--- src/rtl/combat_hit_sequencer_if.sv ---
// Collision, frame and life-counter signals in, hit pulses and fight status out.
// The life counter and sprite logic drive the master side; the referee owns the slave side.
interface combat_hit_sequencer_if;
  logic       frame_tick;
  logic       start;
  logic       hero_strike;
  logic       enemy_strike;
  logic [8:0] HealthH;
  logic [8:0] HealthE;
  logic       HitH;
  logic       HitE;
  logic       fight_active;
  logic       stunned;
  logic       ko;
  logic [1:0] winner;

  modport master (
    output frame_tick, start, hero_strike, enemy_strike, HealthH, HealthE,
    input  HitH, HitE, fight_active, stunned, ko, winner
  );

  modport slave (
    input  frame_tick, start, hero_strike, enemy_strike, HealthH, HealthE,
    output HitH, HitE, fight_active, stunned, ko, winner
  );
endinterface

--- src/rtl/combat_hit_sequencer.sv ---
// Fight referee: strike edges -> arbitrated one-cycle hit pulses, frame-timed stun, KO detection.
// Define COMBO_DAMAGE_EN to add the combo timer that doubles repeat hits on the same target.
module combat_hit_sequencer #(
  parameter int STUN_FRAMES  = 8,
  parameter int KO_LIMIT     = 5,
  parameter int COMBO_FRAMES = 20
) (
  input  logic                  Clk,
  input  logic                  Reset,
  combat_hit_sequencer_if.slave bus
);
  localparam logic [5:0] STUN_LOAD = 6'(STUN_FRAMES);
  localparam logic [8:0] KO_LIM    = 9'(KO_LIMIT);

  generate
    if (STUN_FRAMES < 1 || STUN_FRAMES > 63 || COMBO_FRAMES < 1) begin : g_bad_param
      $error("combat_hit_sequencer: parameter out of range");
    end
  endgenerate

  typedef enum logic [1:0] {
    IDLE  = 2'd0,
    FIGHT = 2'd1,
    STUN  = 2'd2,
    KO    = 2'd3
  } state_t;

  state_t     state;
  logic [5:0] stun_cnt;
  logic       hero_q;
  logic       enemy_q;
  logic       hero_first;
  logic       hit_h;
  logic       hit_e;
  logic       fight_q;
  logic       stun_q;
  logic       ko_q;
  logic [1:0] winner_q;

  logic hero_edge;
  logic enemy_edge;
  logic contested;
  logic grant_h;
  logic grant_e;
  logic ko_h;
  logic ko_e;

  assign hero_edge  = bus.hero_strike  & ~hero_q;
  assign enemy_edge = bus.enemy_strike & ~enemy_q;
  assign contested  = hero_edge & enemy_edge;

  // A hero blow damages the enemy (HitE); an enemy blow damages the hero (HitH).
  assign grant_e = contested ? hero_first  : hero_edge;
  assign grant_h = contested ? ~hero_first : enemy_edge;

  assign ko_h = (bus.HealthH >= KO_LIM);
  assign ko_e = (bus.HealthE >= KO_LIM);

`ifdef COMBO_DAMAGE_EN
  localparam int            CW         = $clog2(COMBO_FRAMES + 1);
  localparam logic [CW-1:0] COMBO_LOAD = CW'(COMBO_FRAMES);

  logic [CW-1:0] combo_cnt;
  logic          last_e;
  logic          extra_h;
  logic          extra_e;
  logic          repeat_hit;

  assign repeat_hit = (combo_cnt != '0) && (last_e == grant_e);
`endif

  always_ff @(posedge Clk) begin
    if (Reset) begin
      state      <= IDLE;
      stun_cnt   <= '0;
      hero_q     <= 1'b0;
      enemy_q    <= 1'b0;
      hero_first <= 1'b1;
      hit_h      <= 1'b0;
      hit_e      <= 1'b0;
      fight_q    <= 1'b0;
      stun_q     <= 1'b0;
      ko_q       <= 1'b0;
      winner_q   <= 2'b00;
`ifdef COMBO_DAMAGE_EN
      combo_cnt  <= '0;
      last_e     <= 1'b0;
      extra_h    <= 1'b0;
      extra_e    <= 1'b0;
`endif
    end else begin
      hero_q  <= bus.hero_strike;
      enemy_q <= bus.enemy_strike;
      hit_h   <= 1'b0;
      hit_e   <= 1'b0;
`ifdef COMBO_DAMAGE_EN
      extra_h <= 1'b0;
      extra_e <= 1'b0;
      if (bus.frame_tick && combo_cnt != '0) begin
        combo_cnt <= combo_cnt - 1'b1;
      end
`endif
      case (state)
        IDLE: begin
          if (bus.start) begin
            state   <= FIGHT;
            fight_q <= 1'b1;
          end
        end

        FIGHT, STUN: begin
          // Knockout overrides any grant or stun expiry in the same cycle.
          if (ko_h || ko_e) begin
            state    <= KO;
            fight_q  <= 1'b0;
            stun_q   <= 1'b0;
            ko_q     <= 1'b1;
            winner_q <= {ko_h, ko_e};
          end else if (state == FIGHT) begin
            if (grant_h || grant_e) begin
              state    <= STUN;
              stun_q   <= 1'b1;
              stun_cnt <= STUN_LOAD;
              hit_h    <= grant_h;
              hit_e    <= grant_e;
              if (contested) begin
                hero_first <= ~hero_first;
              end
`ifdef COMBO_DAMAGE_EN
              combo_cnt <= COMBO_LOAD;
              last_e    <= grant_e;
              extra_h   <= grant_h & repeat_hit;
              extra_e   <= grant_e & repeat_hit;
`endif
            end
          end else begin
`ifdef COMBO_DAMAGE_EN
            hit_h <= extra_h;
            hit_e <= extra_e;
`endif
            if (bus.frame_tick) begin
              if (stun_cnt <= 6'd1) begin
                state    <= FIGHT;
                stun_q   <= 1'b0;
                stun_cnt <= '0;
              end else begin
                stun_cnt <= stun_cnt - 6'd1;
              end
            end
          end
        end

        KO: begin
          if (bus.start) begin
            state    <= IDLE;
            ko_q     <= 1'b0;
            winner_q <= 2'b00;
`ifdef COMBO_DAMAGE_EN
            combo_cnt <= '0;
`endif
          end
        end

        default: state <= IDLE;
      endcase
    end
  end

  assign bus.HitH         = hit_h;
  assign bus.HitE         = hit_e;
  assign bus.fight_active = fight_q;
  assign bus.stunned      = stun_q;
  assign bus.ko           = ko_q;
  assign bus.winner       = winner_q;
endmodule

--- src/flat_wrapper.sv ---
// flat-port wrapper written by rule: the top's interface ports become plain ports
module combat_hit_sequencer_flat 
#(
  parameter int STUN_FRAMES  = 8,
  parameter int KO_LIMIT     = 5,
  parameter int COMBO_FRAMES = 20
)
  (Clk, Reset, bus_frame_tick, bus_start, bus_hero_strike, bus_enemy_strike, bus_HealthH, bus_HealthE, bus_HitH, bus_HitE, bus_fight_active, bus_stunned, bus_ko, bus_winner);
  combat_hit_sequencer_if bus_i ();
  input  logic Clk;
  input  logic Reset;
  input wire logic [$bits(bus_i.frame_tick)-1:0] bus_frame_tick;
  input wire logic [$bits(bus_i.start)-1:0] bus_start;
  input wire logic [$bits(bus_i.hero_strike)-1:0] bus_hero_strike;
  input wire logic [$bits(bus_i.enemy_strike)-1:0] bus_enemy_strike;
  input wire logic [$bits(bus_i.HealthH)-1:0] bus_HealthH;
  input wire logic [$bits(bus_i.HealthE)-1:0] bus_HealthE;
  output wire logic [$bits(bus_i.HitH)-1:0] bus_HitH;
  output wire logic [$bits(bus_i.HitE)-1:0] bus_HitE;
  output wire logic [$bits(bus_i.fight_active)-1:0] bus_fight_active;
  output wire logic [$bits(bus_i.stunned)-1:0] bus_stunned;
  output wire logic [$bits(bus_i.ko)-1:0] bus_ko;
  output wire logic [$bits(bus_i.winner)-1:0] bus_winner;
  assign bus_i.frame_tick = bus_frame_tick;
  assign bus_i.start = bus_start;
  assign bus_i.hero_strike = bus_hero_strike;
  assign bus_i.enemy_strike = bus_enemy_strike;
  assign bus_i.HealthH = bus_HealthH;
  assign bus_i.HealthE = bus_HealthE;
  assign bus_HitH = bus_i.HitH;
  assign bus_HitE = bus_i.HitE;
  assign bus_fight_active = bus_i.fight_active;
  assign bus_stunned = bus_i.stunned;
  assign bus_ko = bus_i.ko;
  assign bus_winner = bus_i.winner;
  combat_hit_sequencer #(.STUN_FRAMES(STUN_FRAMES), .KO_LIMIT(KO_LIMIT), .COMBO_FRAMES(COMBO_FRAMES)) u_core (.Clk(Clk), .Reset(Reset), .bus(bus_i));
endmodule
--- config.mk ---
export PLATFORM = sky130hd
export DESIGN_NAME = combat_hit_sequencer_flat
export DESIGN_NICKNAME = d
export VERILOG_FILES = /design/src/rtl/combat_hit_sequencer_if.sv /design/src/rtl/combat_hit_sequencer.sv /design/src/flat_wrapper.sv
export SDC_FILE = /design/constraint.sdc
export NUM_CORES = 1
export LEC_CHECK = 0
export ABC_AREA = 1
export CAP_MARGIN = 10
export CORE_MARGIN = 3
export CORE_UTILIZATION = 43
export CTS_CLUSTER_SIZE = 10
export DETAILED_ROUTE_END_ITERATION = 7
export PLACE_DENSITY = 0.76
export SLEW_MARGIN = 20
export SYNTH_ARGS = -nofsm -noshare
export SYNTH_HDL_FRONTEND = slang
export SYNTH_SLANG_ARGS = --single-unit
--- constraint.sdc ---
create_clock -name Clk -period 1.4 [get_ports Clk]
set_input_delay 0.28 -clock Clk [delete_from_list [all_inputs] [get_ports Clk]]
set_output_delay 0.28 -clock Clk [all_outputs]
set_load 0.01 [all_outputs]
==> reports/qor.yml <==
syn_area_per_cell_um2: 6.60
post_drt_wl_per_cell_um: 13.0
core_um2: 2540
ios: 31
drt-total-wl_mm: 3.45
start_util_pct: 46.7
gr-usage-all-layers_pct: 19.4
finalHoldViolCount: 0
grt_pass1_wl_mm: 5.28
slew_headroom_pct: 84.0
viasPerCell: 5.14
grt_max_degree: 10
area_delta_synth_final_pct: 61.3
h-tree-depth: 1
firstDrtPassIters: 4
final_core_util_pct: 75.3
cp_cell_sequence: "inv_4 -> ha_2 -> inv_1 -> nand2_2 -> nand3_4 -> buf_6 -> a21oi_1 -> nand2_1 -> nand2_1 -> a21oi_1"
r2r-end: "u_core.stun_cnt[3]$_SDFFE_PP0P_"
detail-route-antenna-nets: 0
cts_tree: "done"
drt_iter0_drc: 58
tightest_slew_ns: 0.240
yosys_most_used_dff: "dfxtp_1"
whs_ns: 0.220
cp.required_ns: 1.60
cts_max_path_buffers: 2
grt_pass1_vias: 1306
worstHoldPathType: "primary input to flip-flop"
r2r_slack_ns: -0.02
cts_root_buf: "clkbuf_4"
ys_seq_area_share_pct: 30.3
rr_worst_depth: 10
synth_area_um2: 1190
fin_crit_sh_pct: 101
endpoint: "u_core.stun_cnt[3]$_SDFFE_PP0P_"
cp.arrival_ns: 1.62
rr_startpoint: "u_core.stun_cnt[1]$_SDFFE_PP0P_"
p_leak_nw: 0.985
cp_slowest_stage_delay_ns: 0.35
final_common_cell: "nand2_1"
layout_common_cells: "nand2_1 (38), buf_4 (22), inv_1 (20), dlymetal6s2s_1 (17)"
critPathLaunchType: "flip-flop"
pwr_density_cell_nw_per_um2: 1160
synth_edf_count: 0
fillCellCount: 186
end_kind: "flip-flop"
clkTransAtPathRegs_ns: 0.10
run_status: "complete, but fails checks"
numCtsBuffers: 3
critical_path.startpoint: "u_core.stun_cnt[1]$_SDFFE_PP0P_"
place_ws_ns: -0.344
fp.dieW_um: 58.6
finClkSkew_ns: 0.00176
gp_congestion: 0.825
ys_ff_latch: 18
p_total_mw: 2.22
worstSetupPathType: "flip-flop to flip-flop"
antenna_cells: 0
drive_gt1_share_pct: 37.4
whs_path_depth: 3
syn_nets: 210
fin_ws_ns: -0.0197
die_y_um: 58.6
cap_violations: 0
crit_path_max_fanout: 4
rsz0062_at_grt: "yes"
cp_slowest_cell: "dfxtp_2"
setup_viol: 1
fin_setup_tns_ns: -0.0197
period_needed_ns: 1.42
dp_hpwl_mm: 2.43
vias: 1362
num_rows: 18
design.die.area_um2: 3430
worstSkewPairLatency_ns: 0.30
drc: 0
irDropWorstVdd_mv: 1.01
overflow: 0
synth_cells: 180
portBuffers: 30
synthArstFlopShare_pct: 0
slew_viol_final: 0
violations: "setup timing"
ys_warn_count: 0
cts_sinks: 18
antenna_found_initial: 0
fmax_mhz: 704
synth_cell_types: 23
nets: 267
-- cell usage after synthesis (3+ instances only) --
library cell | instances | share of area, %
a21oi_1 | 13 | 5.5
dfxtp_1 | 18 | 30
ha_1 | 6 | 6.3
inv_1 | 27 | 8.5
inv_2 | 3 | 0.95
nand2_1 | 48 | 15
nand2_2 | 3 | 1.6
nand3_1 | 12 | 5.1
nand3_2 | 3 | 2.5
nand4_1 | 3 | 1.6
nor2_1 | 19 | 6.0
nor2_2 | 8 | 4.2
o21ai_0 | 3 | 1.3
o21ai_2 | 3 | 2.2
-- registers in the layout (all words and copies together), names as in the netlist --
| name | flops |
|---|---|
| u_core.stun_cnt | 6 |
| u_core.state | 2 |
| u_core.bus.HitE | 1 |
| u_core.bus.HitH | 1 |
| u_core.bus.stunned | 1 |
| u_core.hero_first | 1 |
| u_core.hero_q | 1 |
| u_core.bus.ko | 1 |
| u_core.enemy_q | 1 |
| u_core.bus.winner | 2 |
| u_core.bus.fight_active | 1 |
-- report_power, final --
part,internal (mW),switching [mW],total [mW]
Combinational,0.601,0.690,1.29
Sequential,0.606,0.0613,0.667
Clock,0.101,0.163,0.264
-- stage by stage --
stage                     instance area [um^2]  std cells
final                                     1920        265
after global routing                      1920        265
after CTS                                 1760        263
after detailed placement                  1660        257
after global placement                    1660        257
after floorplan                           1190        180
-- per-layer routing --
layer  up-vias  global-route usage (%)  share of wire, %
met3        16                    4.61               4.5
li1        673                       -                 -
met1       634                    21.0                38
met5         -                       0                 0
met4         0                    8.09               3.2
met2        39                    35.9                55
-- worst min path at each step --
stage                                               startpoint                              endpoint  slack (ns)
after CTS                 u_core.bus.fight_active$_SDFFE_PP0P_  u_core.bus.fight_active$_SDFFE_PP0P_        0.47
final                                          bus_hero_strike              u_core.hero_q$_SDFF_PP0_        0.22
after detailed placement        u_core.hero_first$_SDFFE_PP1P_        u_core.hero_first$_SDFFE_PP1P_        0.45
after global placement          u_core.hero_first$_SDFFE_PP1P_        u_core.hero_first$_SDFFE_PP1P_        0.44
after floorplan                                          Reset       u_core.stun_cnt[5]$_SDFFE_PP0P_        0.34
after global routing                           bus_hero_strike              u_core.hero_q$_SDFF_PP0_        0.25
-- worst max-delay path, delay by kind of cell (launching register included) --
family	cells	cell delay [ns]
AND/OR/NAND/NOR	4	0.36
flip-flops	1	0.35
buffers and inverters	3	0.27
AO/OA/AOI/OAI	2	0.19
adder cells (fa/ha/maj)	1	0.15
-- logic make-up after synthesis --
kind of cell | count (synthesis) | synth area share, %
adders and majority gates | 6 | 6.32
DFF | 18 | 30.3
AOI/OAI and AO/OA | 21 | 10.3
buffers and inverters | 32 | 10.4
and+or+nand+nor | 103 | 42.6
-- cell type report --
| type | instances | area [um^2] | area share (%) |
|---|---|---|---|
| multi-input cells | 130 | 840 | 43.8 |
| clock buffers | 3 | 22.5 | 1.17 |
| flip-flops and latches | 18 | 368 | 19.2 |
| repair buffers | 54 | 522 | 27.2 |
| well taps | 30 | 37.5 | 1.96 |
| inverters | 30 | 128 | 6.66 |
-- timing repair --
action	in CTS	in global routing
setup endpoints to repair	21	16
hold buffers	0	0
endpoints found under the hold margin	0	0
gates resized for setup	29	49
pin swaps	8	29
buffers inserted	3	2
(Power assumes the default switching activity.)
==> RTL edit 1 (same settings) <==
Re-encode `state_t` (4 states) as one-hot, 4 bits wide.
--- a/src/rtl/combat_hit_sequencer.sv
+++ b/src/rtl/combat_hit_sequencer.sv
@@ -18,11 +18,11 @@
     end
   endgenerate
 
-  typedef enum logic [1:0] {
-    IDLE  = 2'd0,
-    FIGHT = 2'd1,
-    STUN  = 2'd2,
-    KO    = 2'd3
+  typedef enum logic [3:0] {
+    IDLE  = 4'b0001,
+    FIGHT = 4'b0010,
+    STUN  = 4'b0100,
+    KO    = 4'b1000
   } state_t;
 
   state_t     state;
Function: no difference found for any inputs over 10 cycles, from zero or initial values and one cycle with Reset high; not proved beyond that.
==> RTL edit 1 against the original RTL <==
Sequential cell count grew 2. Design area shrank 0.52%. Sequential power grew 8.8%. Utilization shrank 0.39 points. Total power decreased by 15%. Synthesized cell count grew 2.2%. Setup slack improved by 0.031 ns. Critical endpoint is now u_core.state[1]. Largest cell class unchanged. Routed wire length up 9.7%. Global-route usage grew 1.6 points. Area after synthesis shrank 1.3%. First-iteration DRC count shrank 17%. Critical path depth increased by 2.
==> RTL edit 1: results (changes against the original RTL) <==
| Metric | Value |
|---|---|
| Unique masters post-synth | `21 (was 23)` |
| Dpl ws | `-0.461 ns (was -0.344 ns)` |
| First-pass GRT wire length | `5.43 mm (was 5.28 mm)` |
| Post-DP HPWL | `2.55 mm (was 2.43 mm)` |
| Clock-pin slew on the worst setup and hold paths | `0.12 ns (was 0.10 ns)` |
| Reg-to-Reg End | `u_core.state[1] (was u_core.stun_cnt[3])` |
| Status | `finished clean (was finished, violations left)` |
| Vias | `1,384 (was 1,362)` |
| CP max stage delay | `0.37 ns (was 0.35 ns)` |
| Layout Skew | `0.00576 ns (was 0.00176 ns)` |
| Sw Pwr | `0.706 mW (was 0.915 mW)` |
| Largest net degree at the start of global routing | `13 (was 10)` |
| Register-to-Register Path Depth | `12 (was 10)` |
| Hold depth | `5 (was 3)` |
| Global placement routability congestion | `0.928 (was 0.825)` |
| Leak | `0.978 nW (was 0.985 nW)` |
| Rel. slew slack | `86.5% (was 84.0%)` |
| CP max FO | `3 (was 4)` |
| Worst skew pair latency | `0.32 ns (was 0.30 ns)` |
| Top cells by area, synth | `dfxtp_1 34%, nand2_1 17%, nor2_1 9.6% (was dfxtp_1 30%, nand2_1 15%, inv_1 8.5%)` |
| Hold EP | `u_core.bus.winner[0] (was u_core.hero_q)` |
| Worst hold start | `bus_HealthE[1] (was bus_hero_strike)` |
| Fin nets | `268 (was 267)` |
| Vias in the first global route | `1,257 (was 1,306)` |
| Hold WS | `0.464 ns (was 0.220 ns)` |
| Total track usage | `21.0% (was 19.4%)` |
[RTL edit 1: how the worst max path moves through the flow]
| stage | from | end | slack [ns] | depth (start not counted) |
|---|---|---|---|---|
| after floorplan | u_core.stun_cnt[0] | u_core.state[1] | 0.02 | 12 |
| after global placement | bus_HealthE[1] | u_core.hero_first | -0.37 | 9 |
| after detailed placement | bus_HealthE[0] | u_core.hero_first | -0.46 | 9 |
| after CTS | u_core.stun_cnt[0] | u_core.state[1] | -0.0005 | 12 |
| after global routing | u_core.stun_cnt[1] | u_core.state[1] | -0.08 | 12 |
| final | u_core.stun_cnt[1] | u_core.state[1] | 0.01 | 12 |
[RTL edit 1: worst min-delay path, stage by stage]
cell and delay, ns:
dlymetal6s2s_1 0.11, o21ai_2 0.08, nand2_2 0.09, nand2_1 0.06
a21oi_1 0.13
[RTL edit 1: power by group through the flow]
stage	Combinational (mW)	Sequential (mW)	Clock, mW
after floorplan	0.393	0.721	0
final	0.810	0.726	0.360
after global routing	0.888	0.739	0.378
after CTS	0.696	0.709	0.352
after detailed placement	0.708	0.719	0
after global placement	0.687	0.711	0
[RTL edit 1: routing by layer]
metal	vias up	routed length [um]	share of wire (%)	track usage, %
li1	690	-	-	-
met1	641	1520	40	25.8
met2	40	1960	52	36.3
met3	13	188	5.0	3.79
met4	0	109	2.9	7.95
met5	-	0	0	0
[RTL edit 1: metrics by stage]
step	power, mW	cells	TNS, ns	cell area (um2)
finish	1.90	271	0	1910
CTS	1.76	264	-0.000474	1680
floorplan	1.11	184	0	1180
global route	2.01	271	-0.528	1910
detailed placement	1.43	259	-5.91	1630
global placement	1.40	259	-4.80	1630
[RTL edit 1: timing repair]
item | in CTS | in global routing
setup buffers | 1 | 7
gates resized for setup | 16 | 61
pin swaps | 4 | 33
setup endpoints to repair | 21 | 17
[RTL edit 1: final cells by class]
class | count | share of cell area (%)
clock buffers | 4 | 1.90
inverters | 25 | 4.92
multi-input cells | 138 | 42.8
flip-flops and latches | 20 | 21.4
well taps | 30 | 1.97
repair buffers | 54 | 27.0
[RTL edit 1: cell families (layout without fill, tap and decap cells)]
| group | after synthesis | count (layout) | share of synthesized area, % |
|---|---|---|---|
| buf+inv | 26 | 83 | 8.32 |
| simple gates | 116 | 116 | 46.2 |
| xor+xnor | 1 | 1 | 0.746 |
| compound gates | 19 | 19 | 8.53 |
| fa+ha+maj | 2 | 2 | 2.13 |
| flops | 20 | 20 | 34.1 |
==> RTL edit 2 (same flow settings) <==
Made on the original files. Add a define of `COMBO_DAMAGE_EN`.
--- a/src/rtl/combat_hit_sequencer.sv
+++ b/src/rtl/combat_hit_sequencer.sv
@@ -1,5 +1,7 @@
 // Fight referee: strike edges -> arbitrated one-cycle hit pulses, frame-timed stun, KO detection.
 // Define COMBO_DAMAGE_EN to add the combo timer that doubles repeat hits on the same target.
+`define COMBO_DAMAGE_EN
+
 module combat_hit_sequencer #(
   parameter int STUN_FRAMES  = 8,
   parameter int KO_LIMIT     = 5,
Check against the original RTL: no difference found for any inputs over 10 cycles, from zero or initial values and one cycle with Reset high; that may be too few to reach the edited logic, so the function may still have changed.
==> RTL edit 2 against the original RTL <==
The flow still finishes with violations (negative setup slack). Routed wire length rose by 23%. Combinational power rose by 76%. Setup slack barely moved. Total power rose by 76%. Sequential cell count rose by 8. Worst hold slack improved by 0.24 ns. Design area rose by 29%. Critical path depth rose by 2. Count of clock-buffer cells in the layout did not move. Synthesized cell count rose by 34%. Area after synthesis rose by 34%. Highest routed layer unchanged.
==> RTL edit 2: results (changes against the original RTL) <==
| Metric | Value |
|---|---|
| Status | `finished, violations left (unchanged)` |
| Failing checks | `negative setup slack (unchanged)` |
| Root Driver | `clkbuf_8 (was clkbuf_4)` |
| Diode count | `0 (unchanged)` |
| FF-to-FF Start | `u_core.stun_cnt[0] (was u_core.stun_cnt[1])` |
| Global placement routability congestion | `0.855 (was 0.825)` |
| H-tree levels | `1 (unchanged)` |
| Flop2flop setup slack | `-0.02 ns` |
| Post-DP HPWL | `2.99 mm (was 2.43 mm)` |
| Clock Path Buffers | `2 (unchanged)` |
| Reg-to-Reg End | `u_core.state[0] (was u_core.stun_cnt[3])` |
| Port buffer count | `30 (unchanged)` |
| Final setup TNS | `-0.0241 ns (was -0.0197 ns)` |
| Share of layout cells above drive strength 1 | `38.2% (was 37.4%)` |
| Vias in the first global route | `1,613 (was 1,306)` |
| First-pass GRT wire length | `6.60 mm (was 5.28 mm)` |
| Hold EP | `u_core.bus.HitE (was u_core.hero_q)` |
| Total track usage | `19.0% (was 19.4%)` |
| CP max FO | `3 (was 4)` |
| Vias | `1,711 (was 1,362)` |
| Hold depth | `2 (was 3)` |
| Layout Skew | `0.00124 ns (was 0.00176 ns)` |
| Hold Path Class | `reg -> reg (was in -> reg)` |
| Unique masters post-synth | `31 (was 23)` |
| Ys Warns | `0 (unchanged)` |
| Asr flop ratio synth | `0% (unchanged)` |
| Largest net degree at the start of global routing | `16 (was 10)` |
| VDD IR-drop max | `0.590 mV (was 1.01 mV)` |
| Register-to-Register Path Depth | `12 (was 10)` |
| Initial antenna violation count | `0 (unchanged)` |
| Number of CTS-inserted buffers | `3 (unchanged)` |
| Sequential fraction of the synthesis area | `32.7% (was 30.3%)` |
| Most frequent cells after synthesis | `61 x nand2_1, 37 x nor2_1, 27 x inv_1 (was 48 x nand2_1, 27 x inv_1, 19 x nor2_1)` |
| Largest regs | `u_core.stun_cnt: 6 flops, u_core.combo_cnt: 5 flops` |
| Fin worst setup slack | `-0.0193 ns (was -0.0197 ns)` |
| Rel. slew slack | `81.8% (was 84.0%)` |
| Fin nets | `337 (was 267)` |
| Leak | `1.15 nW (was 0.985 nW)` |
| Syn Nets | `271 (was 210)` |
| Final Setup Violations | `2 (was 1)` |
| WL/cell | `12.1 um (was 13.0 um)` |
| Pre-antenna DRT Iters | `4 (unchanged)` |
| Iter 0 DRT Violations | `65 (was 58)` |
| Worst hold start | `u_core.extra_e (was bus_hero_strike)` |
| Worst skew pair latency | `0.27 ns (was 0.30 ns)` |
| Top cells by area, synth | `dfxtp_1 33%, nand2_1 14%, nor2_1 8.7% (was dfxtp_1 30%, nand2_1 15%, inv_1 8.5%)` |
==> RTL edit 2: changes by cell type after synthesis, moves of 3 or more <==
cell and change:
dfxtp_1 +8, nand2_1 +13, nand2_4 +3, nand3_1 +13, nor2_1 +18, nor2_2 -7, o21ai_1 +6, o21ai_2 -3
==> RTL edit 2: layout make-up <==
class | instances | area, um2
multi-input cells | 178 | 1110
fillers | 284 | 965
repair buffers | 65 | 554
flip-flops and latches | 26 | 533
inverters | 33 | 146
well taps | 46 | 57.6
clock buffers | 3 | 41.3
clock inverters | 1 | 30.0
==> RTL edit 2: worst max-delay path by stage <==
stage                             start                  end  slack, ns  cells past startpoint
finish               u_core.stun_cnt[0]      u_core.state[0]      -0.02                     12
global route         u_core.stun_cnt[0]   u_core.stun_cnt[1]      -0.09                     11
CTS                 u_core.combo_cnt[1]  u_core.combo_cnt[4]      0.004                      8
detailed placement       bus_HealthE[4]    u_core.hero_first      -0.39                     11
global placement         bus_HealthE[4]    u_core.hero_first      -0.37                     11
floorplan               u_core.state[1]   u_core.bus.stunned      0.004                     11
==> RTL edit 2: worst max-delay path: stages, from the launching register on <==
cell     delay [ns]
dfxtp_4        0.38
inv_4          0.07
ha_4           0.13
inv_2          0.04
nand2_2        0.05
nand3_2        0.10
nand2_2        0.12
nand2_2        0.08
nand3_2        0.09
nand2_2        0.07
nand2_1        0.09
nand2_1        0.06
nor2_1         0.10
==> RTL edit 2: where the power goes <==
part           total, mW  internal [mW]  switching, mW
Combinational       2.27           1.07           1.20
Sequential          1.00          0.892          0.109
Clock              0.629          0.383          0.247
==> RTL edit 2: repair_timing <==
action	in CTS	in global routing
buffers inserted	1	6
endpoints found under the setup margin	28	23
pin swaps	25	43
gates resized for setup	44	61
==> RTL edit 2: cell families after synthesis <==
| logic type | synth area share, % |
|---|---|
| AO/OA/AOI/OAI | 10.8 |
| XOR/XNOR | 0.551 |
| adder cells (fa/ha/maj) | 4.72 |
| buffers and inverters | 9.28 |
| flip-flops | 32.7 |
| AND/OR/NAND/NOR | 41.9 |
==> RTL edit 2: metrics by stage <==
step / hold WS, ns / cell area [um2] / util, % / cells / setup slack, ns
after floorplan: 0.387 / 1620 / - / 241 / 0.00371
after global placement: 0.453 / 2170 / 63.1 / 341 / -0.367
after detailed placement: 0.455 / 2170 / 63.1 / 341 / -0.393
after CTS: 0.466 / 2280 / 66.3 / 346 / 0.00407
after global routing: 0.490 / 2480 / 72.0 / 352 / -0.0943
final: 0.460 / 2480 / 72.0 / 352 / -0.0193
==> RTL edit 2: routing by layer <==
layer  up-vias  part of all wire, %  track usage (%)
met5         -                    0                0
met1       770                   41             21.9
li1        891                    -                -
met2        48                   51             35.3
met4         0                 0.40             6.60
met3         2                  7.2             2.70
